===== config.mk =====
export PLATFORM = sky130hd
export DESIGN_NAME = bn_stats_seq
export DESIGN_NICKNAME = d
export VERILOG_FILES = /design/src/rtl/bn_pkg.sv /design/src/rtl/bn_ch_counter.sv /design/src/rtl/bn_stats_seq.sv
export SDC_FILE = /design/constraint.sdc
export NUM_CORES = 1
export LEC_CHECK = 0
export BUFFER_PORTS_ARGS = -buffer_cell sky130_fd_sc_hd__buf_2
export CORE_ASPECT_RATIO = 1.25
export CORE_UTILIZATION = 30
export CTS_CLUSTER_SIZE = 16
export DETAILED_ROUTE_END_ITERATION = 12
export PLACE_DENSITY_LB_ADDON = 0.05
export SLEW_MARGIN = 30
export SYNTH_ARGS = -nofsm -noshare
export SYNTH_HDL_FRONTEND = slang
export SYNTH_SLANG_ARGS = --single-unit

===== constraint.sdc =====
create_clock -name clk -period 3.21 [get_ports clk]
set_clock_uncertainty 0.2 [all_clocks]
set_input_delay 0.642 -clock clk [delete_from_list [all_inputs] [get_ports clk]]
set_output_delay 0.642 -clock clk [all_outputs]
set_load 0.05 [all_outputs]

===== src/rtl/bn_pkg.sv =====
// Shared definitions for the batch-norm statistics sequencer.
// This package holds the FSM state encoding, the fp16 constants and a small sizing helper.
package bn_pkg;

  typedef enum logic [2:0] {
    IDLE  = 3'd0,
    FLUSH = 3'd1,
    MEAN  = 3'd2,
    VAR   = 3'd3,
    OUT   = 3'd4
  } bn_state_t;

  localparam logic [15:0] FP16_ONE  = 16'h3C00;
  localparam logic [15:0] FP16_ZERO = 16'h0000;

  // The larger of three integers. Used to size the shared cycle counter.
  function automatic int max3(input int a, input int b, input int c);
    int m;
    m = (a > b) ? a : b;
    return (m > c) ? m : c;
  endfunction

endpackage


===== src/rtl/bn_ch_counter.sv =====
// Channel index counter for bn_stats_seq.
// It advances once per finished or dropped result and wraps from NUM_CH-1 to 0.
// The last flag is high while the counter points at the final channel of a batch.
module bn_ch_counter #(
  parameter int NUM_CH = 4
) (
  input  logic                      clk,
  input  logic                      reset,
  input  logic                      advance,
  output logic [$clog2(NUM_CH)-1:0] ch,
  output logic                      last
);

  localparam int CH_W = $clog2(NUM_CH);

  logic [CH_W-1:0] ch_reg;

  // Channel register: step on advance, wrap after the last channel.
  always_ff @(posedge clk or negedge reset) begin
    if (!reset) begin
      ch_reg <= '0;
    end else if (advance) begin
      ch_reg <= (ch_reg == CH_W'(NUM_CH - 1)) ? '0 : ch_reg + 1'b1;
    end
  end

  assign ch   = ch_reg;
  assign last = (ch_reg == CH_W'(NUM_CH - 1));

endmodule


===== src/rtl/bn_stats_seq.sv =====
// bn_stats_seq: sequences one input vector through a shared mean/variance datapath.
// The sequence is accept -> flush datapath -> wait for mean -> wait for variance -> present result.
// Optional feature: define BN_STATS_TIMEOUT_EN to drop a result stalled for TIMEOUT cycles.
// A dropped result sets the sticky err flag.
module bn_stats_seq
  import bn_pkg::*;
#(
  parameter int DATA_WIDTH = 16,
  parameter int SIZE       = 4,
  parameter int NUM_CH     = 4,
  parameter int LAT_MEAN   = 2,
  parameter int LAT_VAR    = 2,
  parameter int TIMEOUT    = 64
) (
  input  logic                         clk,
  input  logic                         reset,
  input  logic                         in_valid,
  output logic                         in_ready,
  input  logic [DATA_WIDTH*SIZE-1:0]   in_data,
  output logic [DATA_WIDTH*SIZE-1:0]   dp_x,
  output logic                         dp_rst,
  input  logic [DATA_WIDTH-1:0]        dp_mean,
  input  logic [DATA_WIDTH-1:0]        dp_var,
  output logic                         out_valid,
  input  logic                         out_ready,
  output logic [DATA_WIDTH-1:0]        out_mean,
  output logic [DATA_WIDTH-1:0]        out_var,
  output logic [$clog2(NUM_CH)-1:0]    out_ch,
  output logic                         out_last,
  output logic                         busy,
  output logic                         err
);

  localparam int CNT_MAX = max3(LAT_MEAN, LAT_VAR, TIMEOUT);
  localparam int CNT_W   = $clog2(CNT_MAX + 1);

  // Zero-cycle datapath latencies have no state to count through.
  if (LAT_MEAN < 1) begin : g_bad_lat_mean
    $error("bn_stats_seq: LAT_MEAN must be at least 1");
  end
  if (LAT_VAR < 1) begin : g_bad_lat_var
    $error("bn_stats_seq: LAT_VAR must be at least 1");
  end
  if (NUM_CH < 2) begin : g_bad_num_ch
    $error("bn_stats_seq: NUM_CH must be at least 2");
  end

  bn_state_t                     state_reg, state_next;
  logic [CNT_W-1:0]              cnt_reg, cnt_next;
  logic [DATA_WIDTH-1:0]         mean_reg, mean_next;
  logic [DATA_WIDTH-1:0]         var_reg, var_next;
  logic [DATA_WIDTH*SIZE-1:0]    x_reg;
  logic                          accept;
  logic                          ch_advance;

  assign in_ready  = (state_reg == IDLE);
  assign busy      = (state_reg != IDLE);
  assign out_valid = (state_reg == OUT);
  // The datapath is also held in flush for as long as reset is asserted.
  assign dp_rst    = (state_reg == FLUSH) | ~reset;
  assign accept    = in_valid & in_ready;
  assign dp_x      = x_reg;
  assign out_mean  = mean_reg;
  assign out_var   = var_reg;

`ifdef BN_STATS_TIMEOUT_EN
  logic err_reg, err_next;
  assign err = err_reg;
`else
  assign err = 1'b0;
`endif

  // Operand capture: dp_x only changes on an accepted vector, so it is stable until IDLE.
  always_ff @(posedge clk or negedge reset) begin
    if (!reset) begin
      x_reg <= '0;
    end else if (accept) begin
      x_reg <= in_data;
    end
  end

  // State, shared cycle counter and result registers.
  always_ff @(posedge clk or negedge reset) begin
    if (!reset) begin
      state_reg <= IDLE;
      cnt_reg   <= '0;
      mean_reg  <= DATA_WIDTH'(FP16_ZERO);
      var_reg   <= DATA_WIDTH'(FP16_ZERO);
`ifdef BN_STATS_TIMEOUT_EN
      err_reg   <= 1'b0;
`endif
    end else begin
      state_reg <= state_next;
      cnt_reg   <= cnt_next;
      mean_reg  <= mean_next;
      var_reg   <= var_next;
`ifdef BN_STATS_TIMEOUT_EN
      err_reg   <= err_next;
`endif
    end
  end

  // Next-state logic: walk the datapath latencies, then hold the result until it is taken.
  always_comb begin
    state_next = state_reg;
    cnt_next   = cnt_reg;
    mean_next  = mean_reg;
    var_next   = var_reg;
    ch_advance = 1'b0;
`ifdef BN_STATS_TIMEOUT_EN
    err_next   = err_reg;
`endif
    case (state_reg)
      IDLE: begin
        if (accept) begin
          state_next = FLUSH;
        end
      end
      FLUSH: begin
        cnt_next   = '0;
        state_next = MEAN;
      end
      MEAN: begin
        if (cnt_reg == CNT_W'(LAT_MEAN - 1)) begin
          mean_next  = dp_mean;
          cnt_next   = '0;
          state_next = VAR;
        end else begin
          cnt_next = cnt_reg + 1'b1;
        end
      end
      VAR: begin
        if (cnt_reg == CNT_W'(LAT_VAR - 1)) begin
          var_next   = dp_var;
          cnt_next   = '0;
          state_next = OUT;
        end else begin
          cnt_next = cnt_reg + 1'b1;
        end
      end
      OUT: begin
        if (out_ready) begin
          ch_advance = 1'b1;
          state_next = IDLE;
`ifdef BN_STATS_TIMEOUT_EN
        end else if (cnt_reg == CNT_W'(TIMEOUT - 1)) begin
          // Stalled too long: the result is dropped and its channel slot is skipped.
          err_next   = 1'b1;
          ch_advance = 1'b1;
          cnt_next   = '0;
          state_next = IDLE;
        end else begin
          cnt_next = cnt_reg + 1'b1;
`endif
        end
      end
      default: begin
        state_next = IDLE;
      end
    endcase
  end

  bn_ch_counter #(
    .NUM_CH (NUM_CH)
  ) u_ch_counter (
    .clk     (clk),
    .reset   (reset),
    .advance (ch_advance),
    .ch      (out_ch),
    .last    (out_last)
  );

endmodule


==> impl_results.md, run 1 <==
- Status: completed
- Max Freq: 377 MHz
- Hold Violations, Final: 0
- Post-synthesis mux area share: 26.0%
- Syn Nets: 380
- CTS clk-pin slew, worst paths: 70 ps
- Post-synth EDFFs: 0
- Final setup TNS: 0 ps
- Critical path type: in2out
- Slack of the worst reg-to-reg path: 900 ps
- Post-DP HPWL: 7.25 mm
- DRT Pass-1 Iters: 3
- Synth async-reset ratio: 100%
- Boundary Pins: 204
- XOR/XNOR Fraction of Synth Area: 0%
- CP Capture Type: primary output
- Final Wtd Congestion: 0.722
- Critical Path Start Type: primary input
- Total CTS buffers: 9
- Post-detailed-route DRC marker count: 0
- DRT iter0 DRCs: 23
- Die H: 135 um
- Reg2reg end: dp_x[61]
- Vias per inst: 4.41
- Layout cell share with drive strength beyond 1: 66.5%
- Crit path time final: 2660 ps
- Die area: 0.0147 mm2
- Launch point of the worst hold path: out_mean[14]
- Mapped Area: 0.00425 mm2
- Total global routing overflow: 0
- Final setup margin: 554 ps
- CTS Sinks: 108
- Nets: 588
- WHS Path Cells: 1
- Tightest Hold Check Type: reg2reg
- Commonest non-fill, non-tap cell in the layout: buf_2
- Max FFs per register: 64
- H-tree depth: 3
- Largest net degree at the start of global routing: 51
- Wire length of the first global-routing pass: 15.1 mm
- Synth Flop Type: dfrtp_1
- CP Max Fanout: 19
- Relative slew slack: 57.0%
- TritonCTS clock tree: yes
- Dpl ws: 891 ps
- DR vias: 2936
- Initial core utilization: 30.8%
- Setup repair bufs after CTS: 0
- Flops & latches, synth: 108
- Final Setup Violations: 0
- Synthesis Warnings: 0
- Synth Area in Compound Gates: 2.97%
- Overall routing resource usage: 13.9%
- Post-route ant nets: 0
- Worst path arrival time: 1810 ps
- Wire per inst: 14.6 um
- Hold endpoint: out_mean[14]
- Fraction of the mapped netlist area in simple logic gates: 4.18%
- Bufs on Longest Clock Path: 2
- Synth Area in Adders: 0.883%
- WL final: 9.73 mm
- Mean post-synth cell area: 15.3 um2
- Cell row count: 48
- R2R depth: 5
- Sequential element share of the synthesized area: 63.6%
- Core Region: 0.0138 mm2
- Vias in the first global route: 2959
- Post-synthesis cell count: 277
- Die width: 108 um
- Clock Tree Root: clkbuf_16
- Max_cap viols: 0
- RSZ-0062 raised after global routing: no
- Netlist cell types: 31
- IO buf count: 202
- Critical R2R Launch: state_reg[1]
- Final Cycle Share: 82.7%
- Most frequent cells in the layout: buf_2 (201), dfrtp_1 (108), mux2_2 (98)
- Largest family of logic cells by synthesized area: multiplexers
- Slew Limit Fails: 0
- Worst-margin pin slew: 645 ps
- Initial antenna violation count: 1
- Crit path launch: reset
- Clock latency at the later pin of the worst-skew pair: 350 ps
- P&R area growth vs syn: 37.3%
- WP data required: 2370 ps
[final cells by class]
| class | instances | area (um2) |
|---|---|---|
| fillers | 1325 | 7980 |
| diodes | 1 | 2.50 |
| well taps | 175 | 219 |
| inverters | 6 | 22.5 |
| clock inverters | 6 | 109 |
| clock buffers | 10 | 239 |
| multi-input cells | 151 | 1450 |
| repair buffers | 209 | 1090 |
| flip-flops and latches | 108 | 2700 |
[through the flow]
| stage | util, % | std cells | cell area (um2) | hold slack (ps) |
|---|---|---|---|---|
| 2_1_floorplan | - | 277 | 4250 | 146 |
| 3_3_place_gp | 39.7 | 648 | 5480 | 283 |
| 3_5_place_dp | 39.7 | 648 | 5480 | 288 |
| 4_1_cts | 42.2 | 665 | 5840 | 296 |
| 5_1_grt | 42.3 | 666 | 5840 | 298 |
| 6_report | 42.3 | 666 | 5840 | 302 |
[synthesized netlist by cell type (2+ instances only)]
master	count	share of area, %
nand2b_1	5	0.74
o21ai_0	6	0.71
o211ai_1	4	0.71
a21oi_1	2	0.24
nand2_1	6	0.53
and2_1	2	0.29
ha_1	3	0.88
inv_1	6	0.53
dfrtp_1	108	64
o22ai_1	2	0.29
or3_1	3	0.44
nor2_1	3	0.26
buf_4	6	1.1
mux2_2	98	26
buf_2	2	0.24
nor2b_1	2	0.29
nand3_1	3	0.35
clkbuf_1	3	0.26
[worst max-delay path by stage]
stage | cells past startpoint | endpoint | slack, ps
after CTS | 4 | dp_rst | 520
after floorplan | 7 | dp_x[18] | 430
final | 4 | dp_rst | 550
after global placement | 5 | dp_x[23] | 930
after detailed placement | 5 | dp_x[61] | 890
after global routing | 4 | dp_rst | 440
[critical path, stage by stage]
cell,delay (ps)
dlygate4sd3_1,530
buf_4,220
o21ai_0,110
buf_2,300
[what timing repair did]
item,in CTS,in global routing
gates resized for setup,0,0
endpoints found under the hold margin,16,0
hold buffers,1,0
[kinds of logic after synthesis]
kind of cell / count (synthesis)
mux: 98
simple gates: 29
fa+ha+maj: 3
flops: 108
compound gates: 20
buf+inv: 18
other cells: 1
[per-layer routing]
metal  part of all wire [%]  wire length [um]  global-route usage (%)  up-vias
met4                    2.7               258                    8.11        0
li1                       -                 -                       -     1391
met3                    8.1               786                    4.44       13
met1                     39              3820                    16.2     1408
met2                     50              4870                    22.4      124
met5                      0                 0                       0        -
Power of run 1 is left out: the tool's default activity adds up to more than one toggle a clock period on the data nets, which glitch-free logic cannot reach.
==> run 2, diff against run 1 <==
Clock period 3.21 ns to 2.6 ns, I/O delays scaled along.
==> run 2 against run 1 <==
- highest routed layer is now met5
- first-iteration DRC count rose to 2.9 times the previous value
- sequential share of layout area rose by 0.54 points
- core utilization fell by 0.49 points
- worst setup slack got worse by 290 ps
- register-to-register slack got worse by 530 ps
- critical path type is now reg2out
- global-route usage fell by 0.079 points
- design area fell by 1.2%
==> impl_results.md, run 2 (synthesis results as in run 1) <==
- Largest net degree at the start of global routing: 109
- Nets: 586
- Final Setup Violations: 0
- Max Freq: 427 MHz
- Dpl ws: 397 ps
- Final setup margin: 261 ps
- Boundary Pins: 204
- Worst path arrival time: 1620 ps
- Worst-margin pin slew: 594 ps
- Clock latency at the later pin of the worst-skew pair: 350 ps
- CP Capture Type: primary output
- CTS clk-pin slew, worst paths: 70 ps
- DR vias: 2963
- Post-detailed-route DRC marker count: 0
- DRT Pass-1 Iters: 4
- Vias per inst: 4.48
- Max_cap viols: 0
- Bufs on Longest Clock Path: 2
- Most frequent cells in the layout: buf_2 (201), dfrtp_1 (108), mux2_2 (98)
- Crit path time final: 2340 ps
- Core Region: 0.0138 mm2
- IO buf count: 202
- Initial antenna violation count: 1
- Slew Limit Fails: 0
- Die H: 135 um
- Diodes inserted: 0
- Die area: 0.0147 mm2
- P&R area growth vs syn: 35.7%
- CTS resizes: 0
- Max FFs per register: 64
- Final Wtd Congestion: 0.743
- TritonCTS clock tree: yes
- CTS Hold Bufs: 0
- Die width: 108 um
- Commonest non-fill, non-tap cell in the layout: buf_2
- Post-route ant nets: 0
- Layout cell share with drive strength beyond 1: 66.9%
- WL final: 9.97 mm
- Wire length of the first global-routing pass: 15.3 mm
- Setup repair bufs after CTS: 0
- Final setup TNS: 0 ps
- Fill cells: 1358
- Critical path type: reg2out
- H-tree depth: 3
- WP data required: 1880 ps
- Wire per inst: 15.1 um
- Relative slew slack: 60.4%
- Overall routing resource usage: 13.8%
- CTS Sinks: 108
- CP Max Fanout: 13
- RSZ-0062 raised after global routing: no
- Final Cycle Share: 90.0%
- Tightest Hold Check Type: in2async
- Total global routing overflow: 0
- Cell row count: 48
- Post-DP HPWL: 7.18 mm
- Clock Tree Root: clkbuf_16
- Critical Path Start Type: flip-flop
- Initial core utilization: 30.8%
- Hold Violations, Final: 0
- Total CTS buffers: 9
- Vias in the first global route: 2939
- DRT iter0 DRCs: 67
- Status: completed
[run 2: per-stage QoR]
| step | std cells | utilization [%] | cell area [um2] | hold slack [ps] |
|---|---|---|---|---|
| 2_1_floorplan | 277 | - | 4260 | 24.4 |
| 3_3_place_gp | 647 | 39.7 | 5480 | 283 |
| 3_5_place_dp | 647 | 39.7 | 5480 | 287 |
| 4_1_cts | 662 | 41.8 | 5770 | 121 |
| 5_1_grt | 662 | 41.8 | 5770 | 134 |
| 6_report | 662 | 41.8 | 5770 | 70.6 |
[run 2: cell type report]
type,count,area (um2),share of cell area (%)
Multi-Input combinational cell,151,1460,25.2
Tap cell,175,219,3.79
Timing Repair Buffer,207,1080,18.6
Inverter,6,26.3,0.455
Sequential cell,108,2700,46.8
Clock buffer,10,239,4.14
Clock inverter,5,52.6,0.911
[run 2: final timing paths]
check / startpoint / to / slack (ps) / depth (start not counted)
max: state_reg[1] / in_ready / 260 / 3
min: reset / dp_x[49] / 70 / 2
max reg2reg: state_reg[1] / dp_x[38] / 370 / 5
min reg2reg: out_mean[6] / out_mean[6] / 300 / 1
max in group asynchronous: reset / cnt_reg[1] / 1660 / 2
min in group clk: in_data[15] / dp_x[15] / 200 / 2
[run 2: routing by layer]
layer | vias to the layer above | global-route usage (%) | wire [um]
met2 | 129 | 22.5 | 4850
met1 | 1428 | 16.2 | 4110
li1 | 1388 | - | -
met3 | 16 | 5.02 | 834
met4 | 2 | 6.16 | 157
met5 | - | 0 | 18
[run 2: critical path, stage by stage (launching register included)]
cell	delay, ps
dfrtp_1	510
or3_4	430
clkinvlp_4	70
buf_2	250
Power of run 2 is left out for the same reason.
